==> src/rtl/ldpc_dvb_enc_sink_axs.sv <==
// DVB-S2 LDPC encoder output sink: prefetches buffer words through a credit FIFO and streams
// them as ready/valid beats. Optional macro LDPC_DVB_ENC_SINK_AXS_MSB_FIRST_EN selects MSB-first lanes.
module ldpc_dvb_enc_sink_axs #(
    parameter int pRADDR_W    = 8,
    parameter int pRDAT_W     = 32,
    parameter int pDAT_W      = 8,
    parameter int pTAG_W      = 8,
    parameter int pFIFO_DEPTH = 4
) (
    input  logic                            iclk,
    input  logic                            ireset,
    input  logic                            iclkena,
    input  logic [pRADDR_W:0]               irsize,
    input  logic [$clog2(pRDAT_W/pDAT_W):0] irlast,
    input  logic                            irfull,
    input  logic [pRDAT_W-1:0]              irdat,
    input  logic [pTAG_W-1:0]               irtag,
    output logic                            orempty,
    output logic [pRADDR_W-1:0]             oraddr,
    input  logic                            iabort,
    input  logic                            iready,
    output logic                            ofull,
    output logic                            osop,
    output logic                            oeop,
    output logic                            oval,
    output logic [pDAT_W-1:0]               odat,
    output logic [pTAG_W-1:0]               otag
);
    localparam int F  = pRDAT_W / pDAT_W;
    localparam int LW = $clog2(F) + 1;
    localparam int PW = $clog2(pFIFO_DEPTH);

    typedef enum logic [1:0] {StIdle, StRead, StDrain} state_e;
    state_e state_q, state_d;

    logic [pRADDR_W:0]   size_q;
    logic [LW-1:0]       last_q;
    logic [pTAG_W-1:0]   tag_q;
    logic [pRADDR_W-1:0] addr_q;
    logic                v1_q, v2_q;

    logic [pRDAT_W-1:0]  fifo_mem [pFIFO_DEPTH];
    logic [PW-1:0]       wptr_q, rptr_q;
    logic [PW:0]         cnt_q;
    logic [PW+1:0]       occ;

    logic [pRDAT_W-1:0]  sr_q, sr_shift;
    logic [LW-1:0]       lanes_q;
    logic                sr_last_q, first_q;
    logic [pRADDR_W:0]   ld_cnt_q;

    logic start, abort, accept, last_beat, issue, last_issue, load, ld_is_last;

    always_comb begin
        start      = (state_q == StIdle) && irfull;
        abort      = (state_q != StIdle) && iabort;
        accept     = oval && iready;
        last_beat  = accept && oeop;
        // Credit check: words held plus reads still in the 2-cycle buffer pipeline.
        occ        = (PW+2)'(cnt_q) + (PW+2)'(v1_q) + (PW+2)'(v2_q);
        issue      = (state_q == StRead) && !iabort && (occ < (PW+2)'(pFIFO_DEPTH));
        last_issue = issue && ({1'b0, addr_q} == size_q - 1'b1);
        load       = (cnt_q != '0) && ((lanes_q == '0) || (accept && lanes_q == LW'(1)));
        ld_is_last = (ld_cnt_q == size_q - 1'b1);
    end

    always_ff @(posedge iclk or negedge ireset) begin
        if (!ireset) begin
            state_q <= StIdle;
        end else if (iclkena) begin
            state_q <= state_d;
        end
    end

    always_comb begin
        state_d = state_q;
        unique case (state_q)
            StIdle:  if (irfull) state_d = StRead;
            StRead: begin
                if (iabort)          state_d = StIdle;
                else if (last_issue) state_d = StDrain;
            end
            StDrain: if (iabort || last_beat) state_d = StIdle;
            default: state_d = StIdle;
        endcase
    end

    always_comb begin
        ofull   = (state_q != StIdle);
        orempty = iclkena && (abort || ((state_q == StDrain) && last_beat));
    end

    always_ff @(posedge iclk or negedge ireset) begin
        if (!ireset) begin
            size_q <= '0;
            last_q <= '0;
            tag_q  <= '0;
            addr_q <= '0;
            v1_q   <= 1'b0;
            v2_q   <= 1'b0;
        end else if (iclkena) begin
            if (start) begin
                size_q <= irsize;
                last_q <= irlast;
                tag_q  <= irtag;
                addr_q <= '0;
            end else if (issue && !last_issue) begin
                addr_q <= addr_q + 1'b1;
            end
            v1_q <= issue;
            v2_q <= v1_q && !abort;
        end
    end

    always_ff @(posedge iclk) begin
        if (iclkena && v2_q) begin
            fifo_mem[wptr_q] <= irdat;
        end
    end

    always_ff @(posedge iclk or negedge ireset) begin
        if (!ireset) begin
            wptr_q <= '0;
            rptr_q <= '0;
            cnt_q  <= '0;
        end else if (iclkena) begin
            if (abort) begin
                wptr_q <= '0;
                rptr_q <= '0;
                cnt_q  <= '0;
            end else begin
                if (v2_q) wptr_q <= wptr_q + 1'b1;
                if (load) rptr_q <= rptr_q + 1'b1;
                cnt_q <= cnt_q + (PW+1)'(v2_q) - (PW+1)'(load);
            end
        end
    end

`ifdef LDPC_DVB_ENC_SINK_AXS_MSB_FIRST_EN
    assign odat     = sr_q[pRDAT_W-1 -: pDAT_W];
    assign sr_shift = sr_q << pDAT_W;
`else
    assign odat     = sr_q[pDAT_W-1:0];
    assign sr_shift = sr_q >> pDAT_W;
`endif

    always_ff @(posedge iclk or negedge ireset) begin
        if (!ireset) begin
            sr_q      <= '0;
            lanes_q   <= '0;
            sr_last_q <= 1'b0;
            first_q   <= 1'b0;
            ld_cnt_q  <= '0;
        end else if (iclkena) begin
            if (start) begin
                ld_cnt_q <= '0;
                first_q  <= 1'b1;
            end else if (accept) begin
                first_q  <= 1'b0;
            end
            if (abort) begin
                lanes_q   <= '0;
                sr_last_q <= 1'b0;
            end else if (load) begin
                sr_q      <= fifo_mem[rptr_q];
                lanes_q   <= ld_is_last ? last_q : LW'(F);
                sr_last_q <= ld_is_last;
                ld_cnt_q  <= ld_cnt_q + 1'b1;
            end else if (accept) begin
                sr_q    <= sr_shift;
                lanes_q <= lanes_q - 1'b1;
            end
        end
    end

    assign oval   = (lanes_q != '0);
    assign osop   = oval && first_q;
    assign oeop   = oval && sr_last_q && (lanes_q == LW'(1));
    assign otag   = tag_q;
    assign oraddr = addr_q;

endmodule

==> config.mk <==
export PLATFORM = sky130hd
export DESIGN_NAME = ldpc_dvb_enc_sink_axs
export DESIGN_NICKNAME = d
export VERILOG_FILES = /design/src/rtl/ldpc_dvb_enc_sink_axs.sv
export SDC_FILE = /design/constraint.sdc
export NUM_CORES = 1
export LEC_CHECK = 0
export CAP_MARGIN = 20
export CORE_ASPECT_RATIO = 1.75
export CORE_MARGIN = 8
export CORE_UTILIZATION = 63
export CTS_BUF_LIST = sky130_fd_sc_hd__clkbuf_8 sky130_fd_sc_hd__clkbuf_16
export CTS_CLUSTER_SIZE = 8
export DETAILED_ROUTE_END_ITERATION = 12
export DONT_BUFFER_PORTS = 1
export PLACE_DENSITY = 0.79
export SLEW_MARGIN = 20
export SYNTH_ARGS = -nofsm -noshare
export SYNTH_HDL_FRONTEND = slang
export SYNTH_SLANG_ARGS = --single-unit
==> constraint.sdc <==
create_clock -name iclk -period 3.7 [get_ports iclk]
set_clock_uncertainty 0.1 [all_clocks]
set_input_delay 0.74 -clock iclk [delete_from_list [all_inputs] [get_ports iclk]]
set_output_delay 0.74 -clock iclk [all_outputs]
set_load 0.05 [all_outputs]
==> results by group <==
Drt
  • Total Wirelength: 20370 um
  • WL met2: 11520 um
  • Residual DRC: 0
  • WL met3: 1231 um
  • Avg Vias per Cell: 6.266
  • Highest routed layer: met4
  • WL met1: 7079 um
  • Antenna Nets Post-Route: 0
  • Via count: 5527
  • Drt wl/cell: 23.09 um
  • DR iter-0 viols: 323
  • Pre-antenna DRT Iters: 6

Yosys
  • Compound-Gate Fraction of Synth Area: 0.06602
  • Seq/Total Area, Yosys: 0.6430
  • Adder-Cell Fraction of Synth Area: 0.02102
  • Warnings, synthesis: 0
  • Post-synthesis xor/xnor area fraction: 0.02749
  • Post-Syn Area: 9286 um2
  • Async SR Flop Fraction: 0.3991
  • Mux contribution to synthesized area: 0.1046
  • Top-area cell type share of the netlist area: 0.4139
  • Synth Register Bits: 213
  • Main synth FF type: edfxtp_1
  • Top cells by area, synth: edfxtp_1 41%, dfrtp_1 23%, mux4_2 7.8%
  • Post-synth EDFFs: 128
  • Synthesized Nets: 749
  • Largest family of logic cells by synthesized area: simple AND/OR/NAND/NOR gates
  • Post-synthesis average cell area: 13.74 um2
  • Simple-Gate Fraction of Synth Area: 0.1082
  • Netlist cell types: 60
  • Post-synth top area cell: edfxtp_1
  • Most numerous cell in the Yosys netlist: edfxtp_1
  • Mapped Cells: 676
  • Post-synth top cells: 128 x edfxtp_1, 114 x nand2_1, 85 x dfrtp_1, 47 x o21ai_0, 32 x mux4_2

Setup path
  • Reg2reg path depth: 8
  • Crit path from: lanes_q[0]
  • CP max stage cell: dfrtp_1
  • Arr. time, crit path: 2.34 ns
  • CP Launch Type: register
  • CP endpoint kind: output port
  • Worst path bufs/invs: 3
  • CP Max Fanout: 4
  • Capture point of the worst path: orempty
  • Reg-to-reg endpoint: oraddr[4]
  • Worst path top cell family by delay: buffers and inverters
  • R2r startpoint: size_q[0]
  • CP Class: reg2out
  • Req. time, crit path: 2.86 ns
  • Crit-path cells: inv_1 -> ha_1 -> nor3_2 -> buf_4 -> nand2_1 -> o21a_1 -> nor3_2 -> buf_4
  • CP max stage delay: 0.41 ns
  • Worst R2R Setup Slack: 0.59 ns
  • WP depth: 8

STA
  • Crit path time final: 3.177 ns
  • Fin crit share: 0.8586
  • Worst-margin pin slew: 0.9146 ns
  • Pins Over Slew Limit: 0
  • RSZ-0062 raised after global routing: no
  • Final setup TNS: 0 ns
  • Relative slew margins: 0.3885
  • Final Hold Viols: 0
  • Achievable frequency: 0.3148 GHz
  • # setup viols final: 0

Clock network
  • CTS Root Cell: clkbuf_16
  • CTS Buf Count: 30
  • Clk slew on worst S/H paths: 0.05 ns
  • H-tree levels: 1
  • Clk sink count: 213
  • Clk_lat worst skew: 0.52 ns
  • TritonCTS clock tree: built
  • Cts repair resizes: 0
  • Max Buffers Root-to-Sink: 3

Global route
  • Vias in the first global route: 6027
  • First-pass GRT wire length: 32490 um
  • Total track usage: 0.2197
  • Overflow after GRT: 0
  • Initial antenna violation count: 0
  • Largest net degree at the start of global routing: 86

Power and ir drop
  • Pwr/cell area: 765.2 nW/um2
  • Max IR drop VDD: 781.7 uV
  • Tot Pwr: 7.892 mW
  • Leak: 4.082 nW

Die
  • Starting density of the core: 0.6463
  • Die area: 19030 um2
  • Die width: 107.8 um
  • Row count: 58
  • Chip Height: 176.6 um
  • I/O pin cnt: 87
  • Core area: 14370 um2

Placement
  • IO buf count: 0
  • DP HPWL: 13090 um
  • Placed insts: 829
  • Routability Congestion: 0.8148

Layout
  • Sequential cell area: 5972 um2
  • Multi-input logic area: 3057 um2
  • Layout Nets: 755
  • P&R area growth vs syn: 11.06%
  • Fillers: 914
  • Layout cell share with drive strength beyond 1: 0.1368
  • Ant diodes: 0
  • Final Non-Filler Cells: 882

Job
  • # Max-Cap Violations: 0

Hold path
  • Min-Delay Path Class: in2async

Run status
  • Status: finished clean
==> registers in the layout (all words and copies together), names as in the netlist <==
register	count
fifo_mem	128
rptr_q	2
v2_q	1
first_q	1
sr_last_q	1
wptr_q	2
otag	8
oraddr	8
v1_q	1
lanes_q	3
state_q	2
ld_cnt_q	9
sr_q	32
size_q	9
last_q	3
cnt_q	3
==> metal layers <==
layer | track usage | vias up
li1 | - | 2489
met4 | 0.07795 | 0
met1 | 0.2344 | 2822
met5 | 0 | -
met3 | 0.04778 | 44
met2 | 0.4087 | 172
==> worst min-delay path by stage <==
stage / startpoint / endpoint / slack, ns / depth (start not counted)
CTS: ireset / sr_q[26] / 0.03 / 1
detailed placement: ireset / oraddr[4] / 0.35 / 0
global route: ireset / first_q / 0.05 / 1
floorplan: ireset / cnt_q[0] / 0.34 / 0
finish: ireset / first_q / 0.02 / 1
global placement: ireset / state_q[0] / 0.35 / 0
==> worst register-to-register path: stages (launching register included) <==
cell	delay, ns
dfrtp_1	0.47
inv_1	0.11
ha_1	0.26
nor3b_1	0.51
nand2_1	0.25
xnor2_1	0.23
nor4_4	0.71
o311ai_0	0.27
nand3_1	0.15
==> report_power, final <==
part / internal, mW / total (mW) / switching [mW]
combinational: 0.908 / 2.05 / 1.14
sequential: 2.85 / 3.44 / 0.592
clock: 1.48 / 2.41 / 0.930
total: 5.23 / 7.89 / 2.66
==> per-stage QoR <==
step	hold slack (ns)	setup WS, ns	instance area (um2)	util
3_3_place_gp	0.3475	0.8002	9430	0.6563
2_1_floorplan	0.3383	0.09791	9291	-
6_report	0.01574	0.5231	10310	0.7178
3_5_place_dp	0.3469	0.6019	9430	0.6563
4_1_cts	0.03425	0.5154	10310	0.7178
5_1_grt	0.04652	0.3404	10310	0.7178
==> area by class of cell <==
| type | instances | area share |
|---|---|---|
| Multi-Input combinational cell | 404 | 0.2964 |
| Clock buffer | 31 | 0.07522 |
| Tap cell | 180 | 0.02184 |
| Clock inverter | 21 | 0.007764 |
| Timing Repair Buffer | 16 | 0.01359 |
| Inverter | 17 | 0.006187 |
| Sequential cell | 213 | 0.5790 |
==> cell families (layout without fill, tap and decap cells) <==
family	Yosys count	in the layout
xor gates and xnor gates	26	26
buffers and inverters	59	85
and+or+nand+nor	207	207
AOI/OAI and AO/OA	99	99
DFF	213	213
muxes	57	57
adders and majority gates	15	15
==> placed cells by master, fill, tap and decap left out, types with 2 or more instances in the layout <==
cell / n
or3_1: 2
buf_4: 15
nor2_1: 16
xor2_1: 15
or2_2: 3
o21ai_1: 2
nor4_4: 2
a21o_1: 2
mux4_2: 32
clkbuf_16: 31
nor3_2: 5
dfrtp_1: 84
xnor2_1: 9
a31oi_1: 2
o311ai_0: 2
nand2_1: 114
a21oi_1: 12
nand3b_1: 5
o211ai_1: 3
or4_1: 4
mux2i_1: 25
and2_1: 2
o31ai_1: 7
nand2b_1: 3
and3_1: 12
inv_1: 37
nand4_1: 4
xnor3_1: 2
nand3_1: 17
nor3_1: 6
nor2b_1: 3
ha_1: 14
o22ai_1: 2
edfxtp_1: 128
o21ai_0: 47
a22o_1: 8
==> what timing repair did <==
action	CTS	global route
endpoints found under the setup margin	0	0
hold endpoints to repair	85	0
hold buffers	1	0
setup buffers	0	0
(Power assumes the default switching activity.)
